File: src/rtl/mux_pkg.sv
// Definitions shared by the serial mux/demux pair: default word width and select width.
package mux_pkg;

  localparam int unsigned DEFAULT_WIDTH = 4;

  typedef enum logic {StEmpty, StHold} out_state_e;

  // Select/index width for an n-way mux; never narrower than one bit.
  function automatic int unsigned SEL_W(input int unsigned n);
    return (n < 2) ? 1 : $clog2(n);
  endfunction

endpackage

File: src/rtl/wrap_counter.sv
// Mod-MOD up counter with enable, synchronous load and synchronous reset.
module wrap_counter
  import mux_pkg::*;
#(
  parameter int unsigned MOD = DEFAULT_WIDTH
) (
  input  logic                     clk_i,
  input  logic                     rst_i,
  input  logic                     en_i,
  input  logic                     load_i,
  input  logic [SEL_W(MOD)-1:0]    load_val_i,
  output logic [SEL_W(MOD)-1:0]    count_o
);

  localparam int unsigned W = SEL_W(MOD);
  localparam logic [W-1:0] LastCnt = W'(MOD - 1);

  logic [W-1:0] count_q, count_d;

  always_comb begin
    count_d = count_q;
    if (load_i) begin
      count_d = load_val_i;
    end else if (en_i) begin
      count_d = (count_q == LastCnt) ? '0 : count_q + W'(1);
    end
  end

  always_ff @(posedge clk_i) begin
    if (rst_i) begin
      count_q <= '0;
    end else begin
      count_q <= count_d;
    end
  end

  assign count_o = count_q;

endmodule

File: src/rtl/serial_to_parallel.sv
// Rebuilds WIDTH-bit words from a valid/ready bit stream into a single-entry
// output holding register; s_start re-aligns framing.
module serial_to_parallel
  import mux_pkg::*;
#(
  parameter int unsigned WIDTH     = DEFAULT_WIDTH,
  parameter bit          LSB_FIRST = 1'b1
) (
  input  logic                      clk,
  input  logic                      rst,
  input  logic                      s_bit,
  input  logic                      s_valid,
  input  logic                      s_start,
  output logic                      s_ready,
  output logic [WIDTH-1:0]          p_data,
  output logic                      p_valid,
  input  logic                      p_ready,
  output logic [SEL_W(WIDTH)-1:0]   bit_idx,
  output logic                      sync_err
);

  localparam int unsigned IdxW = SEL_W(WIDTH);
  localparam logic [IdxW-1:0] LastIdx   = IdxW'(WIDTH - 1);
  localparam logic [IdxW-1:0] AfterFirst = IdxW'(1);

  out_state_e       out_st_q, out_st_d;
  logic [WIDTH-1:0] asm_q, asm_d;
  logic [WIDTH-1:0] p_data_q, p_data_d;
  logic             sync_err_q, sync_err_d;

  logic            accept, start_acc, resync, complete, xfer;
  logic [IdxW-1:0] wr_idx, wr_pos;

  assign p_valid  = (out_st_q == StHold);
  assign p_data   = p_data_q;
  assign sync_err = sync_err_q;

  // Only the word-completing bit stalls; depends on registered state and p_ready only.
  assign s_ready   = !((bit_idx == LastIdx) && p_valid && !p_ready);
  assign accept    = s_valid && s_ready;
  assign start_acc = accept && s_start;
  assign resync    = start_acc && (bit_idx != '0);
  assign wr_idx    = start_acc ? '0 : bit_idx;
  assign wr_pos    = LSB_FIRST ? wr_idx : LastIdx - wr_idx;
  assign complete  = accept && (wr_idx == LastIdx);
  assign xfer      = p_valid && p_ready;

  wrap_counter #(
    .MOD (WIDTH)
  ) u_bit_cnt (
    .clk_i      (clk),
    .rst_i      (rst),
    .en_i       (accept),
    .load_i     (start_acc),
    .load_val_i (AfterFirst),
    .count_o    (bit_idx)
  );

  always_comb begin
    asm_d      = asm_q;
    p_data_d   = p_data_q;
    sync_err_d = resync;
    if (accept) begin
      if (resync) begin
        asm_d = '0;
      end
      asm_d[wr_pos] = s_bit;
    end
    if (complete) begin
      p_data_d = asm_d;
    end
  end

  always_comb begin
    out_st_d = out_st_q;
    unique case (out_st_q)
      StEmpty: if (complete) out_st_d = StHold;
      StHold:  if (xfer && !complete) out_st_d = StEmpty;
      default: out_st_d = StEmpty;
    endcase
  end

  always_ff @(posedge clk) begin
    if (rst) begin
      out_st_q   <= StEmpty;
      asm_q      <= '0;
      p_data_q   <= '0;
      sync_err_q <= 1'b0;
    end else begin
      out_st_q   <= out_st_d;
      asm_q      <= asm_d;
      p_data_q   <= p_data_d;
      sync_err_q <= sync_err_d;
    end
  end

endmodule

File: config.mk
export PLATFORM = sky130hd
export DESIGN_NAME = serial_to_parallel
export DESIGN_NICKNAME = d
export VERILOG_FILES = /design/src/rtl/mux_pkg.sv /design/src/rtl/wrap_counter.sv /design/src/rtl/serial_to_parallel.sv
export SDC_FILE = /design/constraint.sdc
export NUM_CORES = 1
export LEC_CHECK = 0
export ABC_AREA = 1
export CORE_MARGIN = 1
export CORE_UTILIZATION = 45
export CTS_BUF_LIST = sky130_fd_sc_hd__clkbuf_2
export CTS_CLUSTER_DIAMETER = 120
export CTS_CLUSTER_SIZE = 28
export DETAILED_ROUTE_END_ITERATION = 12
export MAX_ROUTING_LAYER = met4
export PLACE_DENSITY = 0.74
export SYNTH_ARGS = -nofsm -noshare
export SYNTH_HDL_FRONTEND = slang
export SYNTH_SLANG_ARGS = --single-unit
File: constraint.sdc
create_clock -name clk -period 4.8 [get_ports clk]
set_clock_uncertainty 0.15 [all_clocks]
set_input_delay 0.72 -clock clk [delete_from_list [all_inputs] [get_ports clk]]
set_output_delay 0.72 -clock clk [all_outputs]
set_load 0.02 [all_outputs]
==> results.sh, run 1 <==
export IMPL_period_minus_slack_ns=2.795
export IMPL_endpoint_kind="primary output"
export IMPL_whs_path_depth=2
export IMPL_startpoint_type="input pin"
export IMPL_antenna_found_initial=0
export IMPL_syn2layout_area_growth_pct=28.90
export IMPL_cp_max_fo=4
export IMPL_vias=509
export IMPL_wirelength_um=1116
export IMPL_hold_path_class="register to register"
export IMPL_synth_nets=83
export IMPL_dpl_hpwl_um=855
export IMPL_timing_critical_path_arrival_ns=1.93
export IMPL_cts_made_buffers=3
export IMPL_port_buffers=14
export IMPL_dieArea_um2=1488
export IMPL_leakagePower_nw=0.3236
export IMPL_post_synth_top_area_cell="dfxtp_1"
export IMPL_r2r_start="u_bit_cnt.count_o[0]$_SDFFE_PP0P_"
export IMPL_ff2ff_path_depth=8
export IMPL_crit_type="input pin to primary output"
export IMPL_avgViaCountPerCell=4.802
export IMPL_clock_path_buffers=2
export IMPL_grt_pass1_wl_um=1752
export IMPL_fin_util=0.6624
export IMPL_fin_ws_ns=2.005
export IMPL_ys_seq_area_frac=0.3659
export IMPL_finalSetupTns_ns=0
export IMPL_dr_pass1_iters=4
export IMPL_grt_usage=0.1813
export IMPL_post_cts_buffers=0
export IMPL_fin_crit_sh=0.5824
export IMPL_slew_headroom=0.7722
export IMPL_rsz0062_at_grt="no"
export IMPL_io_pins=15
export IMPL_path_cells="clkdlybuf4s50_1 > inv_2 > nand3_4 > clkdlybuf4s50_1"
export IMPL_cts_resized=0
export IMPL_min_delay_worst_endpoint="asm_q[1]$_SDFF_PP0_"
export IMPL_tightestPinTransition_ns=0.3413
export IMPL_clock_latency_ns=0.27
export IMPL_die_h_um=38.57
export IMPL_r2r_slack_ns=3.05
export IMPL_netlist_instances=75
export IMPL_htreeDepth=1
export IMPL_place_inst=102
export IMPL_fin_area_um2=775.7
export IMPL_die_x_um=38.57
export IMPL_drv_slew=0
export IMPL_cp_slowest_stage_delay_ns=0.61
export IMPL_cts_sinks=11
export IMPL_yosysWarnings=0
export IMPL_timing_rr_end="p_data[3]$_SDFFE_PP0P_"
export IMPL_grt_overflow=0
export IMPL_core_area_um2=1171
export IMPL_cap_violations=0
export IMPL_routabilityCongestion=0.7804
export IMPL_dr_first_iter_drc_count=10
export IMPL_dp_slack_ns=1.996
export IMPL_hold_viol_final=0
export IMPL_avgRoutedWirePerCell_um=10.53
export IMPL_num_rows=12
export IMPL_syn_area_per_cell_um2=8.024
export IMPL_synth_cell_types=23
export IMPL_nNetsFinal=101
export IMPL_crit_slowest_cell="clkdlybuf4s50_1"
export IMPL_postCtsHoldBufs=0
export IMPL_grt_pass1_vias=404
export IMPL_max_clock_freq_mhz=357.7
export IMPL_synth_seq_cells=11
export IMPL_drc=0
export IMPL_netlist_area_leader_share=0.3659
export IMPL_grt_start_max_net_pins=10
export IMPL_stdcell_count=106
export IMPL_place_area_um2=755.7
export IMPL_cts_root_buf="clkbuf_2"
export IMPL_clk_pin_slew_ns=0.09
export IMPL_n_fill_cell=103
export IMPL_crit_top_cell="clkdlybuf4s50_1"
export IMPL_post_synth_instance_area_um2=601.8
export IMPL_antenna_cells=0
export IMPL_status="finished, final reports clean"
export IMPL_hp_start="asm_q[1]$_SDFF_PP0_"
export IMPL_synth_area_top_cells="dfxtp_1 (37%), nand2_1 (12%), nand3_2 (6.7%), a21oi_2 (5.8%), inv_1 (5.0%)"
export IMPL_setup_viol_count_final=0
export IMPL_drive_gt1_frac=0.2174
export IMPL_p_per_area_nw_per_um2=241.5
export IMPL_cts_tree="done"
export IMPL_postRouteAntennaNets=0
export IMPL_irDropWorstVdd_uv=151.4
export IMPL_initial_core_util=0.5139
export IMPL_cp_required_ns=3.93
cells by family after synthesis:
family	count (synthesis)	share of synthesized area
flops	11	0.3659
compound gates	12	0.1393
fa+ha+maj	2	0.04157
simple gates	37	0.3597
buf+inv	13	0.09355
registers in the layout, summed over array words and instances (netlist names):
name and count:
sync_err 1, u_bit_cnt.count_o 2, asm_q 3, p_valid 1
p_data 4
cell type report:
cell class / instances / area [µm²] / area share
timing repair buffer: 14 / 140.1 / 0.1806
multi-input combinational: 51 / 325.3 / 0.4194
inverter: 12 / 52.55 / 0.06774
tap: 14 / 17.52 / 0.02258
sequential: 11 / 220.2 / 0.2839
clock buffer: 4 / 20.02 / 0.02581
worst max-delay path, delay by kind of cell:
kind | cells | cell delay, ns
buf+inv | 3 | 1.13
simple gates | 1 | 0.08
through the flow:
step	hold slack [ns]	power [mW]
3_5_place_dp	0.3094	0.1361
3_3_place_gp	0.3051	0.1356
5_1_grt	0.3498	0.1977
2_1_floorplan	0.2948	0.1232
6_report	0.3237	0.1874
4_1_cts	0.3279	0.1897
synthesized netlist by cell type:
| cell | count |
|---|---|
| clkinv_1 | 1 |
| inv_4 | 1 |
| nand4_1 | 3 |
| buf_1 | 1 |
| o21ai_2 | 1 |
| nand3_1 | 2 |
| nor3_1 | 1 |
| inv_6 | 1 |
| o21ai_0 | 1 |
| dfxtp_1 | 11 |
| nor2_2 | 1 |
| nand2_4 | 1 |
| a21oi_1 | 4 |
| nand4_4 | 1 |
| nor2_1 | 3 |
| nand3_4 | 1 |
| a21oi_2 | 4 |
| nand2_1 | 20 |
| nand3_2 | 4 |
| inv_1 | 8 |
| a211oi_1 | 2 |
| inv_2 | 1 |
| ha_1 | 2 |
placed cells by master, fill, tap and decap left out, drive strengths merged:
cell type,n
dfxtp,11
a211oi,2
inv,11
o21ai,2
nand4,4
clkbuf,4
a21oi,8
clkdlybuf4s50,14
nor3,1
nor2,4
clkinv,1
nand2,21
ha,2
nand3,7
metal layers:
| metal | GRT usage | up-vias | share of wire |
|---|---|---|---|
| li1 | - | 279 | - |
| met1 | 0.2376 | 218 | 0.50 |
| met2 | 0.2458 | 10 | 0.45 |
| met3 | 0.08671 | 2 | 0.046 |
| met4 | 0.05172 | 0 | 0.0081 |
| met5 | - | - | 0 |
worst max path at each step:
stage	end	slack, ns	cells past startpoint	from
finish	s_ready	2.00	4	p_ready
global route	s_ready	1.95	4	p_ready
CTS	s_ready	2.00	4	p_ready
detailed placement	s_ready	2.00	4	p_ready
global placement	s_ready	2.01	4	p_ready
floorplan	s_ready	2.94	2	u_bit_cnt.count_o[0]$_SDFFE_PP0P_
power by group:
group          leakage [nW]  internal, mW  switching, mW
clock network        0.0166        0.0221         0.0313
logic                 0.217        0.0150         0.0200
registers            0.0896        0.0948        0.00420
No activity file was read; power rests on OpenSTA's default activity.
==> run 2: changes to the inputs <==
==> constraint.sdc (replaced) <==
create_clock -name clk -period 2.59 [get_ports clk]
set_clock_uncertainty 0.15 [all_clocks]
set_input_delay 0.3885 -clock clk [delete_from_list [all_inputs] [get_ports clk]]
set_output_delay 0.3885 -clock clk [all_outputs]
set_load 0.02 [all_outputs]
==> run 2 against run 1 <==
- clock power rose by 87%
- critical path type is now register to primary output
- wire length rose by 8.6%
- highest routed layer unchanged
- final cell count did not move
- critical endpoint unchanged
- hold slack improved by 0.0031 ns
==> results.sh, run 2 (same netlist as run 1, synthesis figures left out) <==
export IMPL_status="finished, final reports clean"
export IMPL_crit_slowest_cell="clkdlybuf4s50_1"
export IMPL_drc=0
export IMPL_timing_critical_path_arrival_ns=1.73
export IMPL_startpoint_type="register"
export IMPL_slew_headroom=0.7741
export IMPL_antenna_found_initial=0
export IMPL_nNetsFinal=101
export IMPL_layout_commonest_cell="nand2_1"
export IMPL_cap_violations=0
export IMPL_grt_usage=0.1990
export IMPL_mostFrequentLayoutCells="nand2_1 (20), clkdlybuf4s50_1 (14), dfxtp_1 (11), inv_1 (8)"
export IMPL_syn2layout_area_growth_pct=28.90
export IMPL_rsz0062_at_grt="no"
export IMPL_vias=547
export IMPL_avgRoutedWirePerCell_um=11.43
export IMPL_hold_path_class="register to register"
export IMPL_crit_family="buffers and inverters"
export IMPL_holdWs_ns=0.3268
export IMPL_postRouteAntennaNets=0
export IMPL_htreeDepth=1
export IMPL_die_h_um=38.57
export IMPL_place_area_um2=755.7
export IMPL_irDropWorstVdd_uv=275.6
export IMPL_hold_viol_final=0
export IMPL_cts_tree="done"
export IMPL_tightestPinTransition_ns=0.3379
export IMPL_initial_core_util=0.5139
export IMPL_dr_first_iter_drc_count=11
export IMPL_leakagePower_nw=0.3236
export IMPL_dieArea_um2=1488
export IMPL_cts_root_buf="clkbuf_2"
export IMPL_post_cts_buffers=0
export IMPL_postCtsHoldBufs=0
export IMPL_cp_slowest_stage_delay_ns=0.55
export IMPL_drive_gt1_frac=0.2174
export IMPL_period_minus_slack_ns=2.269
export IMPL_die_x_um=38.57
export IMPL_p_per_area_nw_per_um2=449.4
export IMPL_grt_pass1_wl_um=1925
export IMPL_wirelength_um=1212
export IMPL_crit_buf_inv=1
export IMPL_finalSetupTns_ns=0
export IMPL_io_pins=15
export IMPL_largest_reg_flops=4
export IMPL_setup_viol_count_final=0
export IMPL_clock_path_buffers=2
export IMPL_grt_overflow=0
export IMPL_drv_slew=0
export IMPL_dpl_hpwl_um=926
export IMPL_crit_type="register to primary output"
export IMPL_port_buffers=14
export IMPL_path_cells="ha_1 > nand3_4 > clkdlybuf4s50_1"
export IMPL_max_clock_freq_mhz=440.7
export IMPL_antenna_cells=0
export IMPL_core_area_um2=1171
export IMPL_cts_sinks=11
export IMPL_cts_made_buffers=3
export IMPL_n_fill_cell=113
export IMPL_num_rows=12
export IMPL_cts_resized=0
export IMPL_dr_pass1_iters=4
export IMPL_routabilityCongestion=0.8006
export IMPL_grt_pass1_vias=450
export IMPL_clk_pin_slew_ns=0.10
export IMPL_cp_required_ns=2.05
export IMPL_endpoint_kind="primary output"
export IMPL_clock_latency_ns=0.26
export IMPL_grt_start_max_net_pins=10
export IMPL_fin_crit_sh=0.8760
export IMPL_fin_area_um2=775.7
export IMPL_avgViaCountPerCell=5.160
export IMPL_cp_max_fo=9
## run 2: cell counts in the layout (fill, tap and decap cells not counted)
No cell type changed its count.
## run 2: worst min-delay path, stage by stage (launching register included)
cell     delay (ns)
dfxtp_1        0.32
nand2_1        0.06
a21oi_1        0.06
## run 2: cell type report
type,count,area [µm²],share of cell area
multi-input combinational,51,325.3,0.4194
sequential,11,220.2,0.2839
timing repair buffer,14,140.1,0.1806
inverter,12,52.55,0.06774
clock buffer,4,20.02,0.02581
tap,14,17.52,0.02258
## run 2: worst paths after layout
kind                                startpoint             endpoint  slack, ns  cells after the start
max          u_bit_cnt.count_o[0]$_SDFFE_PP0P_              s_ready       0.32                      3
min                        asm_q[2]$_SDFF_PP0_  asm_q[2]$_SDFF_PP0_       0.33                      2
max reg2reg  u_bit_cnt.count_o[0]$_SDFFE_PP0P_  asm_q[1]$_SDFF_PP0_       0.86                      8
min reg2reg                asm_q[2]$_SDFF_PP0_  asm_q[2]$_SDFF_PP0_       0.33                      2
## run 2: metal layers
| layer | vias up | GRT usage | routed length [µm] |
|---|---|---|---|
| met2 | 16 | 0.3042 | 561 |
| met5 | - | - | 0 |
| li1 | 281 | - | - |
| met4 | 0 | 0.1034 | 21 |
| met3 | 4 | 0.05202 | 70 |
| met1 | 246 | 0.2393 | 560 |
## run 2: power by group
part | leakage (nW) | switching, mW | internal (mW) | total [mW]
Combinational | 0.217 | 0.0377 | 0.0276 | 0.0653
Sequential | 0.0896 | 0.00783 | 0.176 | 0.183
Clock | 0.0166 | 0.0589 | 0.0410 | 0.0999
Total | 0.324 | 0.104 | 0.244 | 0.349
## run 2: through the flow
| step | power (mW) | worst slack, ns | cells | utilization |
|---|---|---|---|---|
| floorplan | 0.2283 | 0.8348 | 75 | - |
| global placement | 0.2511 | 0.4642 | 102 | 0.6453 |
| detailed placement | 0.2526 | 0.4566 | 102 | 0.6453 |
| CTS | 0.3506 | 0.3101 | 106 | 0.6624 |
| global route | 0.3660 | 0.2297 | 106 | 0.6624 |
| finish | 0.3486 | 0.3211 | 106 | 0.6624 |
==> run 3: changes to the inputs <==
--- a/config.mk
+++ b/config.mk
@@ -12,7 +12,6 @@
 export CTS_CLUSTER_DIAMETER = 120
 export CTS_CLUSTER_SIZE = 28
 export DETAILED_ROUTE_END_ITERATION = 12
-export MAX_ROUTING_LAYER = met4
 export PLACE_DENSITY = 0.74
 export SYNTH_ARGS = -nofsm -noshare
 export SYNTH_HDL_FRONTEND = slang
==> results of run 3 <==
Same layout as run 2: the final DEF is identical, and so are final timing and power.
Among the figures that moved: final weighted congestion in routability-driven placement 0.8006 -> 0.7895; overall routing resource usage 0.1990 -> 0.1942
